### src/rtl/flash_led_monitor.sv
// Tracks a rotating LED run pattern, recovers its lit width and direction, and flags inconsistent steps.
// Optional saturating error counter is built only when FLASH_LED_MONITOR_ERRCNT_EN is defined.
module flash_led_monitor #(
    parameter int LOCK_STEPS = 3,
    parameter int LED_W      = 16
) (
    input  logic             clk,
    input  logic             rst,
    input  logic             CLK_BPS,
    input  logic [LED_W-1:0] led,
    output logic [3:0]       width,
    output logic             dir,
    output logic             locked,
    output logic             err,
    output logic [7:0]       err_cnt,
    output logic [1:0]       fsm_state
);

    typedef enum logic [1:0] {
        IDLE   = 2'd0,
        ACQ    = 2'd1,
        LOCKED = 2'd2,
        FAULT  = 2'd3
    } state_t;

    localparam logic [3:0] LOCK_N = 4'(LOCK_STEPS);

    function automatic logic [7:0] popcount(input logic [LED_W-1:0] v);
        logic [7:0] n;
        n = '0;
        for (int i = 0; i < LED_W; i++) begin
            n = n + {7'd0, v[i]};
        end
        return n;
    endfunction

    // A contiguous run (with wrap) has at most one cyclic 0->1 boundary.
    function automatic logic [7:0] rise_count(input logic [LED_W-1:0] v);
        logic [7:0] n;
        n = '0;
        for (int i = 0; i < LED_W; i++) begin
            n = n + {7'd0, v[i] & ~v[(i + LED_W - 1) % LED_W]};
        end
        return n;
    endfunction

    function automatic logic [LED_W-1:0] rot_l(input logic [LED_W-1:0] v);
        return {v[LED_W-2:0], v[LED_W-1]};
    endfunction

    function automatic logic [LED_W-1:0] rot_r(input logic [LED_W-1:0] v);
        return {v[0], v[LED_W-1:1]};
    endfunction

    state_t           state;
    logic [LED_W-1:0] prev;
    logic [3:0]       run_cnt;
    logic             trk_dir;
    logic             bps_q;

    logic             step;
    logic [7:0]       cur_pc;
    logic [7:0]       prev_pc;
    logic             is_left;
    logic             is_right;
    logic             is_static;
    logic             cur_valid;
    logic             consistent;
    logic             step_dir;
    logic             lock_ok;
    logic             dir_change;
    logic [3:0]       next_cnt;
    logic             err_set;

    // Step strobe: one step per rising edge of CLK_BPS; led is sampled only on that cycle, a held-high strobe is a single step.
    assign step      = CLK_BPS & ~bps_q;
    assign fsm_state = state;

    always_comb begin
        cur_pc     = popcount(led);
        prev_pc    = popcount(prev);
        is_left    = (led == rot_l(prev));
        is_right   = (led == rot_r(prev));
        is_static  = (led == prev) && (cur_pc == 8'd0);
        cur_valid  = (cur_pc <= 8'd8) && (rise_count(led) <= 8'd1);
        consistent = cur_valid && (cur_pc == prev_pc) && (is_left || is_right || is_static);
        step_dir   = ~is_left;
        // Static (all-off) steps carry no direction, so they never break a direction run.
        lock_ok    = consistent && (cur_pc == {4'd0, width}) && (is_static || (step_dir == dir));
        dir_change = (run_cnt != 4'd0) && !is_static && (step_dir != trk_dir);
        next_cnt   = dir_change ? 4'd1 : run_cnt + 4'd1;
        err_set    = step && (((state == ACQ)    && !consistent) ||
                              ((state == LOCKED) && !lock_ok)    ||
                              ((state == FAULT)  && !consistent));
    end

    always_ff @(posedge clk) begin
        if (rst) begin
            state   <= IDLE;
            prev    <= '0;
            run_cnt <= '0;
            trk_dir <= 1'b0;
            bps_q   <= 1'b0;
            width   <= '0;
            dir     <= 1'b0;
            locked  <= 1'b0;
            err     <= 1'b0;
        end else begin
            bps_q <= CLK_BPS;
            err   <= err_set;
            if (step) begin
                prev <= led;
                case (state)
                    IDLE: begin
                        state   <= ACQ;
                        run_cnt <= '0;
                    end
                    ACQ: begin
                        if (consistent) begin
                            run_cnt <= next_cnt;
                            if (!is_static) trk_dir <= step_dir;
                            if (next_cnt >= LOCK_N) begin
                                state  <= LOCKED;
                                locked <= 1'b1;
                                width  <= cur_pc[3:0];
                                if (!is_static) dir <= step_dir;
                            end
                        end else begin
                            run_cnt <= '0;
                        end
                    end
                    LOCKED: begin
                        if (!lock_ok) begin
                            state  <= FAULT;
                            locked <= 1'b0;
                        end
                    end
                    FAULT: begin
                        if (consistent) begin
                            state   <= ACQ;
                            run_cnt <= 4'd1;
                            if (!is_static) trk_dir <= step_dir;
                        end
                    end
                    default: state <= IDLE;
                endcase
            end
        end
    end

`ifdef FLASH_LED_MONITOR_ERRCNT_EN
    logic [7:0] err_cnt_q;

    always_ff @(posedge clk) begin
        if (rst) begin
            err_cnt_q <= '0;
        end else if (err_set && (err_cnt_q != 8'hFF)) begin
            err_cnt_q <= err_cnt_q + 8'd1;
        end
    end

    assign err_cnt = err_cnt_q;
`else
    assign err_cnt = 8'd0;
`endif

endmodule
### config.mk
export PLATFORM = sky130hd
export DESIGN_NAME = flash_led_monitor
export DESIGN_NICKNAME = d
export VERILOG_FILES = /design/src/rtl/flash_led_monitor.sv
export SDC_FILE = /design/constraint.sdc
export NUM_CORES = 1
export LEC_CHECK = 0
export CORE_MARGIN = 4
export CORE_UTILIZATION = 50
export CTS_BUF_LIST = sky130_fd_sc_hd__clkbuf_8 sky130_fd_sc_hd__clkbuf_16
export DETAILED_ROUTE_END_ITERATION = 12
export GPL_ROUTABILITY_DRIVEN = 0
export GPL_TIMING_DRIVEN = 1
export PLACE_DENSITY = 0.72
export SLEW_MARGIN = 20
export SYNTH_ARGS = -nofsm -noshare
export SYNTH_HDL_FRONTEND = slang
export SYNTH_SLANG_ARGS = --single-unit
### constraint.sdc
create_clock -name clk -period 6.13 [get_ports clk]
set_clock_uncertainty 0.2 [all_clocks]
set_input_delay 0.613 -clock clk [delete_from_list [all_inputs] [get_ports clk]]
set_output_delay 0.613 -clock clk [all_outputs]
set_load 0.02 [all_outputs]
After elaboration in Yosys (flattened, before gate mapping)
Cells that the tools add are included.

cells by class
  $add $sub $neg = 46
  multiply operators = 0
  div/mod/pow operators = 0
  order comparisons = 3
  equal/unequal tests = 14
  shifts and indexed selects = 0
  multiplexer cells = 13
  bitwise logic cells = 36
  reductions and logical operators = 32

operators by type and width
  kind                                                  count
  adder 8 x 1 -> 8 bit                                  24
  == test 16 bit                                        3
  adder 7 x 1 -> 8 bit                                  3
  adder 6 x 1 -> 7 bit                                  3
  inverter 1 bit                                        19
  adder 5 x 1 -> 6 bit                                  3
  AND 1 bit                                             17
  adder 4 x 1 -> 5 bit                                  3
  AND reduction 5 bit                                   3
  adder 3 x 1 -> 4 bit                                  3
  logical AND 1 bit                                     12
  2-to-1 mux 4 bit                                      3
  one-hot mux 4 bit (3 select lines)                    1
  adder 2 x 1 -> 3 bit                                  3
  == test 8 x 4 -> 1 bit                                1
  == test 8 bit                                         1
  <= comparator 8 x 1 -> 1 bit (second input constant)  1
  <= comparator 8 x 4 -> 1 bit (second input constant)  1
  logical NOT 8 bit                                     1
  2-to-1 mux 2 bit                                      4
  one-hot mux 2 bit (4 select lines)                    1
  AND reduction 4 bit                                   2
  adder 1 x 1 -> 2 bit                                  3
  inequality test 2 bit (second input constant)         3
  other kinds (17)                                      26

word-level totals
  register bits = 31
  latch bits = 0
  RAM bits = 0
  memory bits (read-only) = 0
  input bits = 19
  output and inout bits = 17
  word-level logic and storage cells = 153
  memories = 0

Depth between registers and ports, before layout
Gate-level depths: netlist of the first run.

  word-level depth = 28
  gate-level depth with buffers = 20
  depth with buffers taken out = 19

Worst setup path after synthesis of the first run
Ideal clock, no wire load.

  path type = input to register
  start point = input led[0]
  end point = register dir
  setup time = 88 ps
  data arrival time = 5293 ps
  data required time = 5842 ps
  slack = 549 ps
  stages on the path = 20
  buffers on the path = 2
  cells stage by stage = clkbuf_1 inv_1 ha_1 inv_1 fa_1 fa_1 fa_1 fa_1 inv_1 ha_1 inv_1 fa_1 a211o_1 a22oi_1 o21ai_0 a2111oi_4 and4_1 buf_6 a21oi_2 a311oi_2

between the ends
  cells in the longest elaborated chain, start to end = 23
  elaborated cells between the ends (all ways) = 55
  those cells by class = add/sub (30); order compare (3); eq/ne (5); mux (1); bitwise (5); reduce/logical (11)

ends and longest elaborated chain
  what                                        line  source
  start, declared                             10    input logic [LED_W-1:0] led,
  adder 1 x 1 -> 2 bit                        32    n = n + {7'd0, v[i]};
  adder 2 x 1 -> 3 bit                        32
  adder 3 x 1 -> 4 bit                        32
  adder 4 x 1 -> 5 bit                        32
  adder 5 x 1 -> 6 bit                        32
  adder 6 x 1 -> 7 bit                        32
  adder 7 x 1 -> 8 bit                        32
  adder 8 x 1 -> 8 bit (8 in a row)           32
  logical NOT 8 bit                           84    is_static = (led == prev) && (cur_pc == 8'd0);
  logical AND 1 bit                           84
  logical NOT 1 bit                           --
  logical AND 1 bit (2 in a row)              90    dir_change = (run_cnt != 4'd0) && !is_static && (step_dir != trk_dir);
  2-to-1 mux 4 bit                            91    next_cnt = dir_change ? 4'd1 : run_cnt + 4'd1;
  greater-or-equal comparator 4 x 2 -> 1 bit  122   if (next_cnt >= LOCK_N) begin
  AND reduction 5 bit (no line)               --
  end signal, assigned                        126   if (!is_static) dir <= step_dir;
  end, declared                               12    output logic dir,

Several ways; a longest one is shown, not always the timed one.
A chain may end at the register's enable or synchronous reset.

Worst setup path in the final report of the first run
  start point = input led[0]
  end point = register run_cnt[3]

between the ends
  cells in the longest elaborated chain, start to end = 23
  elaborated cells between the ends (all ways) = 56
  those cells by class = add/sub (30); order compare (2); eq/ne (6); mux (3); bitwise (4); reduce/logical (11)

ends and longest elaborated chain
  what                                                                              line    source
  inverter 1 bit / adder 1 x 1 -> 2 bit (equally long branches)                     42, 32
  AND 1 bit / adder 2 x 1 -> 3 bit (equally long branches)                          42, 32
  adder 1 x 1 -> 2 bit / adder 3 x 1 -> 4 bit (equally long branches)               42, 32
  adder 2 x 1 -> 3 bit / adder 4 x 1 -> 5 bit (equally long branches)               42, 32
  adder 3 x 1 -> 4 bit / adder 5 x 1 -> 6 bit (equally long branches)               42, 32
  adder 4 x 1 -> 5 bit / adder 6 x 1 -> 7 bit (equally long branches)               42, 32
  adder 5 x 1 -> 6 bit / adder 7 x 1 -> 8 bit (equally long branches)               42, 32
  adder 6 x 1 -> 7 bit / adder 8 x 1 -> 8 bit (equally long branches)               42, 32
  (+7 left out)                                                                     --
  adder 8 x 1 -> 8 bit / logical NOT 8 bit (equally long branches)                  42, 84
  adder 8 x 1 -> 8 bit / logical AND 1 bit (equally long branches)                  42, 84
  <= comparator 8 x 1 -> 1 bit / logical NOT 1 bit (equally long branches)          --
  logical AND 1 bit, on equally long branches                                       85, 90
  logical AND 1 bit, on equally long branches                                       86, 90
  logical AND 1 bit / 2-to-1 mux 4 bit (equally long branches)                      86, 91
  2-to-1 mux 4 bit / inequality test 2 bit (equally long branches)                  --
  one-hot mux 4 bit (3 select lines) / AND reduction 3 bit (equally long branches)  --
  end signal, assigned                                                              120     run_cnt <= next_cnt;
  end, declared                                                                     57      logic [3:0] run_cnt;

Several ways; a longest one is shown, not always the timed one.

==> results of run 1 <==
-- where the power goes --
| group | leakage (nW) | switching, W | total (W) | internal, W |
|---|---|---|---|---|
| Sequential | 0.253 | 0.0000154 | 0.000226 | 0.000211 |
| Combinational | 1.35 | 0.000335 | 0.000612 | 0.000278 |
| Clock | 0.0470 | 0.0000800 | 0.000168 | 0.0000881 |
| Total | 1.65 | 0.000430 | 0.00101 | 0.000576 |
-- cells in the final DEF (no fill, tap or decap), drive strengths merged, types with 2 or more instances in the layout --
cell,instances
inv,62
xnor2,55
nand2,54
dfxtp,31
a21oi,31
fa,30
clkdlybuf4s50,26
ha,22
buf,22
nor2,14
nand4,14
nand3,8
conb,8
nand2b,6
clkbuf,6
o21ai,5
xor2,4
o211ai,4
and3,4
nor3,4
nor4,4
nor2b,3
mux2i,3
a211oi,3
a2111oi,3
nor3b,2
a211o,2
a21o,2
a41o,2
and2b,2
-- per-stage QoR --
stage          TNS, ps  worst slack (ps)  std cells
6_report             0             359.7        548
5_1_grt         -12.15            -12.15        548
4_1_cts              0             285.8        548
3_5_place_dp         0             2.006        541
3_3_place_gp         0             48.16        541
2_1_floorplan        0             549.1        435
-- path summary, 6_finish.rpt --
| kind | from | end |
|---|---|---|
| worst min-delay path | locked$_SDFFE_PP0P_ | locked$_SDFFE_PP0P_ |
| worst max register to register | prev[11]$_SDFFE_PP0P_ | run_cnt[3]$_SDFFE_PP0P_ |
| worst min register to register | locked$_SDFFE_PP0P_ | locked$_SDFFE_PP0P_ |
| worst max-delay path | led[0] | run_cnt[3]$_SDFFE_PP0P_ |
-- layout make-up --
| cell class | instances | area, um^2 | area share (%) |
|---|---|---|---|
| multi-input cells | 304 | 2527 | 63.01 |
| inverters | 62 | 232.7 | 5.802 |
| clock buffers | 6 | 82.58 | 2.059 |
| clock inverters | 1 | 5.005 | 0.1248 |
| repair buffers | 48 | 422.9 | 10.54 |
| flip-flops and latches | 31 | 620.6 | 15.47 |
| well taps | 96 | 120.1 | 2.994 |
-- worst min-delay path: stages (launching register included) --
cell and delay, ps:
dfxtp_1 320, nand2_1 60, o211ai_1 70
-- per-layer routing --
| metal | global-route usage, % | vias to the layer above |
|---|---|---|
| li1 | - | 1402 |
| met1 | 27.34 | 1347 |
| met2 | 33.33 | 67 |
| met4 | 4.579 | 0 |
| met5 | 0 | - |
| met3 | 4.430 | 10 |
-- timing repair --
item / 4_1_cts / 5_1_grt
setup endpoints to repair: 0 / 5
gates resized for setup: 0 / 4
hold endpoints to repair: 0 / 0
-- flip-flops by register name (all words and copies together) (netlist names) --
name       flops
trk_dir        1
prev          16
bps_q          1
err            1
fsm_state      2
width          4
dir            1
locked         1
run_cnt        4
-- cell families (layout without fill, tap and decap cells) --
group / after synthesis / after routing
compound gates: 61 / 61
xor+xnor: 59 / 59
fa+ha+maj: 52 / 52
buf+inv: 100 / 117
flops: 31 / 31
mux: 3 / 3
other cells: 1 / 8
simple gates: 121 / 121
==> flow_summary.yaml, run 1 <==
run_status:
  outcome: "completed"
worst_setup_path:
  crit_path_start_kind: "input port"
  arrival_ps: 5770
  cpPeakStageDelay_ps: 570
  crit_cells: 20
  cp-end-kind: "flop"
  regToRegSetupSlack_ps: 1020
  crit_slowest_cell: "fa_1"
  crit_family: "adder cells"
  worst-setup-path-type: "in2reg"
  critPathBufInv: 6
  worstPathCellList: "clkdlybuf4s50_1 -> inv_1 -> ha_1 -> inv_1 -> fa_1 -> fa_1 -> fa_1 -> fa_1 -> inv_1 -> ha_1 -> inv_1 -> fa_1 -> a211o_1 -> a22oi_1 -> o21ai_2 -> a2111oi_4 -> buf_4 -> and3_2 -> nand3_1 -> o32ai_1"
  path_max_fanout: 5
  critPathRequiredTime_ps: 6130
  path_common_cell: "fa_1"
  r2r.worst_path.cells: 18
cts:
  cts_buffers: 5
  post_cts_buffers: 0
  h-tree-depth: 2
  clock_sinks: 31
  clock_path_buffers: 2
  cts_tree: "yes"
  cts.clk_slew.worst_paths_ps: 70
  clock_latency_ps: 280
  cts.root.buffer_cell: "clkbuf_8"
  hold_buffers: 0
hold_path:
  min_delay_path_depth: 2
  hold_path.class: "reg2reg"
routing:
  met3_length_um: 416
  route.detailed.drc: 0
  num_vias: 2826
  topRoutingLayerUsed: "met4"
  wire_per_inst_um: 14.63
  wl_met2_um: 3780
  wl_met1_um: 3726
  drt_iter0_drc: 135
  detail-route-antenna-nets: 0
  first_pass_iters: 4
  wl_um: 8016
  viasPerCell: 5.157
sta:
  finalSetupViolations: 0
  period_needed_ps: 5770
  max_slew_margin_pct: 50.24
  max_freq_mhz: 173.3
  hold_viol_final: 0
  hold_ws_ps: 305.1
  drv_slew: 0
  worst_pin_slew_ps: 746.4
  min_period_over_period_pct: 94.13
finish:
  final_util_pct: 58.72
  drive_gt1_share_pct: 9.735
  nFillCells: 643
  syn_to_final_growth_pct: 13.77
  diodes: 0
  nets: 523
  finalInstanceArea_mm2: 0.004011
synthesis:
  syn_area_mm2: 0.003526
  synth-edff-count: 0
  ys_seq_area_share_pct: 17.60
  synth_cell_types: 54
  yosys.area_share.simple_pct: 17.42
  muxShareOfSynthArea_pct: 0.8517
  synth_top_family_by_area: "adder cells"
  synth-compound-area-share_pct: 12.42
  synth_fa_ha_area_share_pct: 24.84
  synth-seq-cells: 31
  ys.warnings.count: 0
  synth_most_common_cell: "inv_1"
  async_reset_ff_share_pct: 0
  syn_area_per_cell_um2: 8.238
  synth_top_area_share_pct: 17.60
  synth.area.top_cells: "dfxtp_1, fa_1, xnor2_1"
  ys.flop_type: "dfxtp_1"
  synth_top_area_cell: "dfxtp_1"
  synthTopCellsByCount: "inv_1, nand2_1, xnor2_1, dfxtp_1"
  synth-xor-area-share_pct: 14.87
  syn-instance-count: 428
power_and_ir_drop:
  p_leak_nw: 1.651
  irDropWorstVdd_uv: 259.7
  power.total_w: 0.001007
  power-per-cell-area_mw_per_mm2: 251.0
global_routing:
  grt_pass1_wl_um: 13830
  antenna_found_initial: 0
  grt_max_degree: 32
  grt_overflow: 0
  first_global_vias: 2886
  track_usage_pct: 20.29
placement:
  port_buffers: 27
  hpwl_um: 6477
  place_area_mm2: 0.003909
die:
  die_w_um: 91.98
  start_util_pct: 51.61
  die_y_um: 91.98
  core_mm2: 0.006832
  row_count: 30
  ios: 36
  die_area_mm2: 0.008459
job:
  cap_violations: 0
Note: power is estimated with default switching activity, not from simulation.
==> inputs of run 2 (changes only) <==
Settings changed: ABC_AREA set to 1, PLACE_DENSITY 0.72 to 0.71.
Clock period 6.13 ns to 6 ns, I/O delays scaled along.
==> flow_summary.yaml, run 2 <==
run_status:
  outcome: "completed"
synthesis:
  syn_area_mm2: 0.003724
  synth_most_common_cell: "nand2_1"
  synthTopCellsByCount: "nand2_1, inv_1, nor2_1, dfxtp_1, fa_1"
  ys.warnings.count: 0
  synth_top_area_cell: "nand2_1"
  ys_seq_area_share_pct: 16.67
  synth_cell_types: 35
  async_reset_ff_share_pct: 0
  synth.area.top_cells: "nand2_1, dfxtp_1, fa_1"
  synth-seq-cells: 31
  syn-instance-count: 572
  synth_top_area_share_pct: 17.74
  ys.flop_type: "dfxtp_1"
  syn_area_per_cell_um2: 6.510
  synth-edff-count: 0
global_routing:
  met3_usage_pct: 4.647
  first_global_vias: 3374
  top_usage_layer: "met2"
  met2_usage_pct: 36.52
  grt_pass1_wl_um: 15880
  grt_overflow: 0
  grt_max_degree: 36
  antenna_found_initial: 0
  grt_use_met1_pct: 31.66
  track_usage_pct: 22.76
die:
  row_count: 31
  start_util_pct: 51.34
  die_y_um: 94.30
  ios: 36
  die_w_um: 94.30
  die_area_mm2: 0.008892
  core_mm2: 0.007253
sta:
  drv_slew: 0
  max_slew_margin_pct: 41.60
  max_freq_mhz: 179.4
  rsz0062_at_grt: "no"
  min_period_over_period_pct: 92.89
  worst_pin_slew_ps: 875.0
  period_needed_ps: 5573
  hold_viol_final: 0
  tns_ps: 0
  finalSetupViolations: 0
finish:
  regMostFlops: "prev"
  drive_gt1_share_pct: 10.00
  syn_to_final_growth_pct: 14.75
  layout.cells.non_filler: 709
  nFillCells: 720
  final_cell_mix: "nand2_1, inv_1, nor2_1"
  largest_reg_flops: 16
  top_regs: "prev x16, run_cnt x4, width x4"
  diodes: 0
  final_common_cell: "nand2_1"
  multi_input_area_mm2: 0.002686
  regArea_um2: 620.6
  nets: 680
hold_path:
  worstHoldStart: "trk_dir$_SDFFE_PP0P_"
  hold_path.class: "reg2reg"
  min_delay_path_depth: 2
  worstHoldEndpoint: "trk_dir$_SDFFE_PP0P_"
routing:
  first_pass_iters: 5
  detail-route-antenna-nets: 0
  wl_um: 9363
  route.detailed.drc: 0
  drt_iter0_drc: 204
  num_vias: 3542
  viasPerCell: 4.996
  wire_per_inst_um: 13.21
cts:
  clock_sinks: 31
  cts.clk_slew.worst_paths_ps: 70
  cts_tree: "yes"
  post_cts_buffers: 0
  cts_resized: 0
  cts_buffers: 5
  clock_latency_ps: 290
  h-tree-depth: 2
  hold_buffers: 0
  cts.root.buffer_cell: "clkbuf_8"
  clock_path_buffers: 2
worst_setup_path:
  arrival_ps: 5550
  cp-end-kind: "flop"
  r2r.worst_path.cells: 20
  worst-setup-path-type: "in2reg"
  regToRegSetupSlack_ps: 1090
  crit_path_start_kind: "input port"
  critPathRequiredTime_ps: 5970
  path_max_fanout: 8
  r2r_end: "run_cnt[1]$_SDFFE_PP0P_"
  r2r-start: "prev[1]$_SDFFE_PP0P_"
power_and_ir_drop:
  power-per-cell-area_mw_per_mm2: 283.8
  irDropWorstVdd_uv: 283.0
  p_leak_nw: 2.187
placement:
  dp.cells: 701
  port_buffers: 27
  hpwl_um: 7663
job:
  cap_violations: 0
[run 2: cell count changes in the layout (fill, tap and decap cells not counted), moves of 6 or more]
cell / before / now
nor2_1: 14 / 66
nand2_2: 0 / 8
xor2_1: 4 / 20
buf_4: 21 / 9
xnor2_1: 54 / 2
inv_1: 62 / 86
o21ai_0: 4 / 23
inv_2: 0 / 14
nand2_1: 54 / 176
nand2b_1: 6 / 0
nand4_1: 14 / 7
nand3_1: 8 / 19
[run 2: how the worst max path moves through the flow]
stage / startpoint / to / cells after the start
5_1_grt: led[5] / width[1]$_SDFFE_PP0P_ / 23
3_5_place_dp: led[3] / run_cnt[1]$_SDFFE_PP0P_ / 23
4_1_cts: led[3] / run_cnt[1]$_SDFFE_PP0P_ / 23
3_3_place_gp: led[3] / width[0]$_SDFFE_PP0P_ / 21
2_1_floorplan: led[0] / run_cnt[1]$_SDFFE_PP0P_ / 23
6_report: led[7] / run_cnt[1]$_SDFFE_PP0P_ / 23
[run 2: area by class of cell]
class	instances	area share, %
Clock buffer	6	1.933
Clock inverter	2	0.8199
Inverter	102	8.990
Multi-Input combinational cell	433	62.87
Sequential cell	31	14.52
Tap cell	99	2.899
Timing Repair Buffer	36	7.965
[run 2: kinds of logic (layout without fill, tap and decap cells)]
logic type                 after synthesis  after routing  synth area share, %
DFF                                     31             31                16.67
AOI/OAI and AO/OA                       54             54                8.031
adders and majority gates               52             52                23.52
buffers and inverters                  115            146                12.47
and+or+nand+nor                        297            297                34.04
other                                    1              8               0.1007
xor gates and xnor gates                22             22                5.175
[run 2: through the flow]
stage	hold slack, ps	setup WS (ps)	instance area, um^2	utilization, %	power (W)
floorplan	287.3	987.7	3750	-	0.0007998
global placement	299.8	123.0	4131	56.96	0.0009495
detailed placement	315.1	51.26	4131	56.96	0.0009721
CTS	327.7	345.6	4249	58.58	0.001201
global route	353.5	25.92	4273	58.91	0.001346
finish	324.1	426.8	4273	58.91	0.001213
[run 2: report_power, final]
part / switching, W / internal [W]
clock: 0.0000901 / 0.000134
combinational: 0.000445 / 0.000301
sequential: 0.0000224 / 0.000220
[run 2: critical path: stages]
cell	delay [ps]
clkdlybuf4s50_1	560
inv_1	160
fa_1	550
fa_1	450
fa_1	570
fa_1	420
inv_1	80
ha_1	180
inv_1	70
fa_2	600
nand2_1	90
nor2_2	130
nand2_1	60
nor2_1	90
nand3_1	160
nand3_2	140
nand2_2	90
nand2_2	80
nand2_2	70
nor2_4	160
o21ai_0	100
o21ai_0	70
nor2_1	50
[run 2: per-layer routing]
layer | wire, um | share of wire (%)
met5 | 0 | 0
met4 | 104 | 1.1
met3 | 607 | 6.5
met2 | 4233 | 45
met1 | 4417 | 47
